## config.mk

```make
export PLATFORM = sky130hd
export DESIGN_NAME = tt_checker_settle
export DESIGN_NICKNAME = d
export VERILOG_FILES = /design/src/rtl/tt_checker_pkg.sv /design/src/rtl/tt_checker_settle.sv
export SDC_FILE = /design/constraint.sdc
export NUM_CORES = 1
export LEC_CHECK = 0
export BUFFER_PORTS_ARGS = -buffer_cell sky130_fd_sc_hd__buf_2
export CORE_AREA = 10 10 47 49
export DETAILED_ROUTE_END_ITERATION = 10
export DIE_AREA = 0 0 57 59
export PLACE_DENSITY_LB_ADDON = 0.15
export SETUP_SLACK_MARGIN = 0.3
export SYNTH_ARGS = -nofsm -noshare
export SYNTH_HDL_FRONTEND = slang
export SYNTH_SLANG_ARGS = --single-unit
```

## constraint.sdc

```tcl
create_clock -name clk_i -period 1.55 [get_ports clk_i]
set_input_delay 0.155 -clock clk_i [delete_from_list [all_inputs] [get_ports clk_i]]
set_output_delay 0.155 -clock clk_i [all_outputs]
set_load 0.1 [all_outputs]
```

## src/rtl/tt_checker_pkg.sv

```systemverilog
// Shared types and constants for the 2-input truth-table checker.
// State encoding and reference tables for the exercise functions.
package tt_checker_pkg;

  typedef enum logic [1:0] {
    StIdle   = 2'd0,
    StWait   = 2'd1,
    StSample = 2'd2,
    StDone   = 2'd3
  } tt_state_e;

  // Bit m holds f(m[1], m[0]).
  localparam logic [3:0] TtF5   = 4'b1101;
  localparam logic [3:0] TtNand = 4'b0111;

  localparam int unsigned CntW = 4;

endpackage

```

## src/rtl/tt_checker_settle.sv

```systemverilog
// Settle-time counter: clear/enable with a terminal-count flag at SETTLE-1.
module tt_checker_settle
  import tt_checker_pkg::*;
#(
  parameter int unsigned SETTLE = 2
) (
  input  logic clk_i,
  input  logic rst_ni,
  input  logic clr_i,
  input  logic en_i,
  output logic tc_o
);

  logic [CntW-1:0] cnt_q, cnt_d;

  always_comb begin
    cnt_d = cnt_q;
    if (clr_i) begin
      cnt_d = '0;
    end else if (en_i) begin
      cnt_d = cnt_q + 1'b1;
    end
  end

  always_ff @(posedge clk_i or negedge rst_ni) begin
    if (!rst_ni) begin
      cnt_q <= '0;
    end else begin
      cnt_q <= cnt_d;
    end
  end

  assign tc_o = (cnt_q == CntW'(SETTLE - 1));

endmodule

```

; ---- After elaboration in Yosys (flattened, before gate mapping)
; Cells that the tools add are included.
[classes]
n_mux = 2
bitwise_logic = 0
n_shift = 0
n_eq_ne = 1
div_mod_pow = 0
multipliers = 0
add_sub_neg = 1
order_cmp = 0
reduce_logical = 1
[op_table]
columns = cell, n
row1 = $mux 4, 2
row2 = $add 4x1->4 const B, 1
row3 = $eq 4x1->1 const B, 1
row4 = $reduce_bool 2->1, 1
[totals]
latchBits = 0
ff_bits = 4
n_memories = 0
elab_cells = 6
in_bits = 4
rom_bits = 0
out_inout_bits = 1
ramBits = 0

; ---- Longest topological paths before layout
[logic_depth]
depth_word = 3
ltp_mapped = 4
depth_no_buf = 4

; ---- Worst setup path after synthesis
; Ideal clock, no wire load.
[synth_path]
path_type = flip-flop to output port
startpoint = register cnt_q[1]
endpoint = output port tc_o
arrival_time_ns = 2.755
path_stages_with_launch = 4
required_ns = 1.395
slack_ns = -1.360
cell_sequence = dfrtp_1 > inv_1 > ha_1 > nor3b_1
[synth_between]
elab_chain_cells = 1
[synth_rtl]
columns = element, line_no
row1 = start: declaration, tt_checker_settle.sv:14  ; logic [CntW-1:0] cnt_q, cnt_d;
row2 = start signal: assignment, tt_checker_settle.sv:29  ; cnt_q <= cnt_d;
row3 = $eq 4x1->1, tt_checker_settle.sv:33  ; assign tc_o = (cnt_q == CntW'(SETTLE - 1));
row4 = end: declaration, tt_checker_settle.sv:11  ; output logic tc_o
; No other way between the ends.

; ---- Final worst setup path
; Same ends and word-level chain as after synthesis.

==> reports/metrics.cfg <==
[status]
status=finished, final reports clean

[cts]
numCtsBuffers=3
clock-root-buffer=clkbuf_4
path_clk_slew_ns=0.03
clk_path_buf_depth=2
ctsResizeCount=0
clock_sinks=4
cts_tree=done
htreeDepth=1
clock_latency_ns=0.23

[sta]
maxSlewHeadroom_pct=87.75
worst_pin_slew_ns=0.1835
hold_viol_final=0
fmax_mhz=739.2
finClkSkew_ns=0.0003476
timing.final.crit_share_pct=87.28
finalSetupTns_ns=0
fin_crit_ns=1.353
maxSlewViolCount=0
final.setup.worst_slack_ns=0.1971
setup_viol=0
rsz0062_at_grt=yes

[hold_path]
hold_path_end=cnt_q[0]
min_path_cells=2
min-delay-path-class=input port to flop
worstHoldStart=clr_i

[route]
via_per_inst=3.804
top_layer=met3
drt_wl_total_um=440
vias=175
wl_per_cell_um=9.565
route.met2.wl_um=245
dr.pass1.iters=2
m1WireLength_um=170
drc=0
drtIter0Drc=2
wl_met3_um=24
final_antenna_net_count=0

[critical_path]
cp.required_ns=1.39
ff2ff_setup_slack_ns=0.42
cp_data_arrival_time_ns=1.20
critical_path.max_stage_delay_ns=0.37
rr_startpoint=cnt_q[0]
cp_max_fo=2
r2r_cells=4
crit_chain=inv_1 > ha_1 > nor3b_4 > buf_12
slowest_stage=dfrtp_1
crit_family=flip-flops
reg2reg_to=cnt_q[2]
path_depth=4
crit_type=flop to output port
critPathBufInv=2
end_kind=output port
critPathLaunchType=flop

[layout]
max_flop_register=cnt_q
fin_util_pct=23.93
drive_gt1_share_pct=40.00
fill_cells=166
final_cells=46
area_delta_synth_final_pct=51.41
largest_reg_flops=4
reg.largest.list=cnt_q: 4 flops
multi_input_area_um2=128.9
nets=38
antenna_cells=0
regArea_um2=100.1

[logic_synthesis]
yosysWarningCount=0
syn_nets=26
syn_area_um2=221.5
ys_seq_elements=4
synthDistinctLibCells=14
syn_inst=20
seq_area_frac_synth_pct=45.20
syn_avg_cell_area_um2=11.07

[placement]
place.gp.congestion=0.7037
dp_slack_ns=0.3761
dp_hpwl_um=362.9
post-place-cells=40
portBuffers=4

[pwr]
total_power_mw=0.3120
p_leak_nw=0.1558
irDropWorstVdd_uv=375.5
swShare_pct=25.72
p_comb_share_pct=24.9
p_seq_share_pct=36.4
p_switching_mw=0.08023
power_density_nw_per_um2=930.3
clkPwrFrac_pct=38.7
internal_power_mw=0.2317

[die]
die_area_um2=3363
top_level_ports=5
fp.dieW_um=57
die_h_um=59
rows=14
coreArea_um2=1401
initial_core_util_pct=15.80

[grt]
grt_max_degree=7
grt_remaining_overflow=0
antenna_found_initial=0
grt_pass1_vias=184
grt_pass1_wl_um=752
gr-usage-all-layers_pct=3.067

[run]
maxCapViolations=0

## power by group through the flow
stage	clock [mW]	combinational, mW	sequential, mW
4_1_cts	0.127	0.0789	0.114
3_3_place_gp	0	0.0664	0.118
5_1_grt	0.139	0.0844	0.114
3_5_place_dp	0	0.0673	0.118
6_report	0.121	0.0778	0.113
2_1_floorplan	0	0.0420	0.116
## kinds of logic (layout without fill, tap and decap cells)
kind of cell	count (synthesis)	in the layout	synth area share [%]
compound gates	3	3	9.040
buf+inv	1	11	1.693
xor+xnor	1	1	3.956
simple gates	8	8	22.04
fa+ha+maj	2	2	11.30
flops	4	4	45.20
mux	1	1	6.778
## cell usage in the layout (no fill, tap or decap)
master         netlist  layout
dfrtp_1              4       4
a21bo_2              1       1
buf_2                0       3
nor2_1               2       2
xnor2_1              1       1
ha_1                 2       2
nand3b_1             1       1
clkbuf_4             0       3
inv_1                1       1
buf_12               0       1
or2b_1               1       1
mux2_4               1       1
nand4_1              1       1
dlygate4sd3_1        0       1
a21oi_1              2       2
nand2b_1             1       1
nor3b_4              0       1
nor2b_1              1       1
buf_4                0       2
## repair_timing
item                       4_1_cts  5_1_grt
hold endpoints to repair         4        0
cloned                           0        0
setup endpoints to repair        1        1
setup buffers                    2        0
pin swaps                        0        0
hold buffers                     1        0
## layout make-up
| cell class | count | share of cell area (%) |
|---|---|---|
| multi-input cells | 15 | 38.43 |
| flip-flops and latches | 4 | 29.85 |
| well taps | 16 | 5.970 |
| clock buffers | 3 | 6.716 |
| inverters | 1 | 1.119 |
| repair buffers | 7 | 17.91 |
## worst max-delay path by stage
stage                   from  slack [ns]  endpoint
floorplan           cnt_q[1]      -0.007      tc_o
global placement    cnt_q[1]        0.39      tc_o
detailed placement  cnt_q[1]        0.38      tc_o
CTS                 cnt_q[1]        0.17      tc_o
global route        cnt_q[1]        0.12      tc_o
finish              cnt_q[1]        0.20      tc_o
## routing by layer
layer | vias up | track usage (%)
li1 | 89 | -
met1 | 83 | 2.610
met2 | 3 | 4.651
met3 | 0 | 0.8584
met4 | 0 | 5.034
met5 | - | 0
## per-stage QoR
stage          hold WS [ns]  instance area [µm²]
6_report             0.1512                335.3
5_1_grt              0.1633                335.3
4_1_cts              0.1482                335.3
3_5_place_dp       -0.03592                287.8
3_3_place_gp       -0.03823                287.8
2_1_floorplan       -0.1406                232.7
## synthesized netlist by cell type, drive strengths merged
cell type  instances  area share [%]
nor2b              1             2.8
nand2b             1             2.8
xnor2              1             4.0
nor3b              1             3.4
mux2               1             6.8
or2b               1             3.4
nor2               2             3.4
nand4              1             2.8
nand3b             1             3.4
a21bo              1             4.5
ha                 2              11
inv                1             1.7
a21oi              2             4.5
dfrtp              4              45
Note: power is estimated with default switching activity, not from simulation.
